--- src/rtl/sdly_var_pkg.sv ---
// Common utilities shared by the delay-line blocks.
package sdly_var_pkg;

    function automatic int clog2(input int n);
        int r;
        int v;
        r = 0;
        v = n - 1;
        while (v > 0) begin
            r++;
            v = v >> 1;
        end
        return r;
    endfunction

endpackage

--- src/rtl/sdly_stage.sv ---
// One register stage of the delay line with async reset, enable and sync flush.
module sdly_stage #(
    parameter int W = 2
) (
    input  logic         clk,
    input  logic         rst,
    input  logic         ce,
    input  logic         flush,
    input  logic [W-1:0] d,
    output logic [W-1:0] q
);

    always_ff @(posedge clk or posedge rst) begin
        if (rst) begin
            q <= '0;
        end else if (flush) begin
            q <= '0;
        end else if (ce) begin
            q <= d;
        end
    end

endmodule

--- src/rtl/sdly_var.sv ---
// Variable-length delay line: DEPTH enabled stages with a runtime-selectable tap.
module sdly_var
    import sdly_var_pkg::*;
#(
    parameter  int WIDTH = 1,
    parameter  int DEPTH = 16,
    localparam int DW    = clog2(DEPTH + 1)
) (
    input  logic             clk,
    input  logic             rst,
    input  logic             ce,
    input  logic             flush,
    input  logic [DW-1:0]    dly,
    input  logic [WIDTH-1:0] a,
    input  logic             a_vld,
    output logic [WIDTH-1:0] y,
    output logic             y_vld,
    output logic             primed
);

    localparam logic [DW-1:0] DEPTH_W = DW'(DEPTH);

    // s[0] is the live input so that a tap of zero is simply a pass-through.
    logic [WIDTH:0] s [0:DEPTH];
    logic [DW-1:0]  dly_eff;
    logic [DW-1:0]  cnt;
    logic [WIDTH:0] tap;

    assign s[0] = {a_vld, a};

    for (genvar k = 1; k <= DEPTH; k++) begin : g_stage
        sdly_stage #(
            .W(WIDTH + 1)
        ) u_stage (
            .clk  (clk),
            .rst  (rst),
            .ce   (ce),
            .flush(flush),
            .d    (s[k-1]),
            .q    (s[k])
        );
    end

    always_comb begin
        dly_eff = (dly > DEPTH_W) ? DEPTH_W : dly;
        tap     = s[dly_eff];
    end

    assign y      = tap[WIDTH-1:0];
    assign y_vld  = tap[WIDTH];
    assign primed = (cnt >= dly_eff);

    // Fill count saturates so primed stays valid on arbitrarily long streams.
    always_ff @(posedge clk or posedge rst) begin
        if (rst) begin
            cnt <= '0;
        end else if (flush) begin
            cnt <= '0;
        end else if (ce && (cnt != DEPTH_W)) begin
            cnt <= cnt + 1'b1;
        end
    end

endmodule

--- config.mk ---
export PLATFORM = sky130hd
export DESIGN_NAME = sdly_var
export DESIGN_NICKNAME = d
export VERILOG_FILES = /design/src/rtl/sdly_var_pkg.sv /design/src/rtl/sdly_stage.sv /design/src/rtl/sdly_var.sv
export SDC_FILE = /design/constraint.sdc
export NUM_CORES = 1
export LEC_CHECK = 0
export BUFFER_PORTS_ARGS = -buffer_cell sky130_fd_sc_hd__buf_4
export CAP_MARGIN = 20
export CORE_MARGIN = 8
export CORE_UTILIZATION = 40
export CTS_CLUSTER_DIAMETER = 150
export DETAILED_ROUTE_END_ITERATION = 10
export GPL_TIMING_DRIVEN = 1
export SYNTH_ARGS = -nofsm -noshare
export SYNTH_HDL_FRONTEND = slang
export SYNTH_SLANG_ARGS = --single-unit
export TNS_END_PERCENT = 1
--- constraint.sdc ---
create_clock -name clk -period 2.2 [get_ports clk]
set_input_delay 0.44 -clock clk [delete_from_list [all_inputs] [get_ports clk]]
set_output_delay 0.44 -clock clk [all_outputs]
set_load 0.005 [all_outputs]
==> flow_summary.toml <==
[critical_path]
critPathCapture = "y_vld"
cp_top_family = "multiplexers"
worst_path_max_delay_cell = "mux4_2"
rrSetupSlack_ns = 0.64
crit_arrival_ns = 1.77
critPathLaunchType = "flip-flop"
startpoint = "g_stage[13].u_stage.q[1]"
critPathBufInv = 1
worst-r2r-cell-count = 6
cp_max_fo = 2
cp.required_ns = 1.76
r2r_end = "cnt[1]"
timing.rr.start = "cnt[0]"
worstSetupPathType = "flip-flop to output pin"
crit_cells = 6
crit_path_end_kind = "output pin"
max_stage_delay_ns = 0.47
critical_path.cell_chain = "or2_0, mux4_2, nand3_2, nand2_1, o22a_1, buf_4"

[timing]
finalSetupViolations = 1
min_period_ns = 2.21
holdWs_ns = 0.247
max_freq_ghz = 0.452
finalHoldViolations = 0
min_period_over_period_pct = 101
post-route-worst-setup-slack_ns = -0.0146
report.final.slew_viol_count = 0
rsz0062_at_grt = "yes"
fin_skew_ns = 0.00382
slew_headroom_pct = 68.2
worstMarginPinSlew_ns = 0.477

[finish]
area_growth_pct = 15.8
final_common_cell = "nor2_1"
nets = 224
finalInstanceArea_um2 = 2330
drive_gt1_share_pct = 22.2
nFillCells = 459
seq_area_um2 = 926
multi_input_area_um2 = 1010
diodes = 0
layout_common_cells = "41 x nor2_1, 37 x mux2i_1, 37 x dfrtp_1"

[placed_design]
place_area_um2 = 2170
gp_congestion = 0.766
io_buffers = 13
dp_hpwl_mm = 2.89
pre_cts_ws_ns = -0.0419

[logic_synthesis]
synth_flop_cell = "dfrtp_1"
netlist_instances = 186
synth_edf_count = 0
syn-cell-area_um2 = 2010
ys_seq_elements = 37
synth.distinct_cells = 34
synth.yosys.seq_area_share_pct = 46.1
syn_area_per_cell_um2 = 10.8
async_flop_share_pct = 100
yosys_warnings = 0
syn_nets = 204

[routing]
drt_pre_antenna_iters = 4
ant_nets = 0
drcViolationCount = 0
vias = 1450
drt_wl_total_mm = 4.16
wire_per_inst_um = 15.2
drt_iter0_drc = 69
viasPerCell = 5.29

[global_routing]
antenna_found_initial = 0
grt_pass1_wl_mm = 7.04
track_usage_pct = 11.9
grt_max_degree = 38
overflow = 0
grt_pass1_vias = 1488

[floorplanning]
fp.dieW_um = 86.9
ios = 14
core-area_um2 = 4790
die-area_um2 = 7550
initial_core_util_pct = 42.0
die_h_um = 86.9
row_count = 25

[power]
p_total_uw = 1330
powerDensity_nw_per_um2 = 574
power.leakage_uw = 0.00116
vdd_drop_max_uv = 416

[clock_network]
cts_tree = "done"
cts.sinks = 37
numCtsBuffers = 5
h-tree-depth = 2
clockRootBuffer = "clkbuf_8"
clkLatencyLatePin_ns = 0.29
clk_pin_slew_ns = 0.07
clockBufferDepth = 2

[worst_hold_path]
hold_class = "primary input to asynchronous set/reset pin"

[flow_run]
max_cap_viol_count = 0

[run_status]
outcome = "finished with violations"
failed_checks = "setup timing"
==> worst min-delay path by stage <==
stage	end	depth (start not counted)
after floorplan	g_stage[16].u_stage.q[0]	2
after global placement	g_stage[16].u_stage.q[1]	2
after detailed placement	g_stage[16].u_stage.q[1]	2
after CTS	g_stage[12].u_stage.q[1]	3
after global routing	g_stage[14].u_stage.q[1]	3
final	g_stage[12].u_stage.q[1]	3
==> logic make-up (layout without fill, tap and decap cells) <==
logic type	after synthesis	after routing	share of synthesized area (%)
xor+xnor	4	4	1.74
buf+inv	21	42	4.98
flops	37	37	46.1
compound gates	20	20	7.85
simple gates	56	56	12.1
mux	41	41	22.9
fa+ha+maj	7	7	4.36
==> metal layers <==
layer | vias to the layer above | global-route usage [%] | share of wire, %
met3 | 5 | 3.02 | 4.7
met4 | 0 | 6.10 | 1.5
met1 | 723 | 14.8 | 45
met5 | - | 0 | 0
li1 | 685 | - | -
met2 | 37 | 18.6 | 48
==> tightest hold or removal path, cell delays in order <==
cell	delay [ns]
buf_4	0.10
inv_1	0.04
buf_4	0.40
==> power breakdown <==
group	switching, µW	internal, µW
clock network	241	219
logic	97.2	80.3
registers	8.28	688
total	346	988
==> timing repair <==
action                     4_1_cts  5_1_grt
pin swaps                        3        4
hold buffers                     0        0
setup buffers                    1        5
setup endpoints to repair        2        3
resized for setup                3        4
==> layout make-up <==
class	instances	area share (%)
clock buffer	6	3.12
clock inverter	2	0.430
inverter	9	1.45
multi-input combinational	128	43.5
sequential	37	39.8
tap	67	3.60
timing repair buffer	25	8.07
==> synthesized netlist by cell type, types with 3 or more instances <==
master     n  share of area [%]
a21oi_1    5                1.2
a221oi_1   3                1.3
buf_2      4                1.0
clkbuf_1   5               0.93
dfrtp_1   37                 46
ha_1       7                4.4
inv_1      8                1.5
mux2i_1   37                 18
mux4_2     4                4.5
nand2_1    4               0.75
nor2_1    41                7.7
xor2_1     3                1.3
==> stage by stage <==
stage	cells	setup TNS, ns	utilization [%]
floorplan	186	0	-
global placement	260	-0.00385	45.3
detailed placement	260	-0.0419	45.3
CTS	269	0	47.3
global route	274	-0.107	48.6
finish	274	-0.0146	48.6
==> state kept, by name, summed over array words and instances (netlist names) <==
| signal | count |
|---|---|
| cnt | 5 |
| g_stage.u_stage.q | 32 |
No activity file was read; power rests on OpenSTA's default activity.
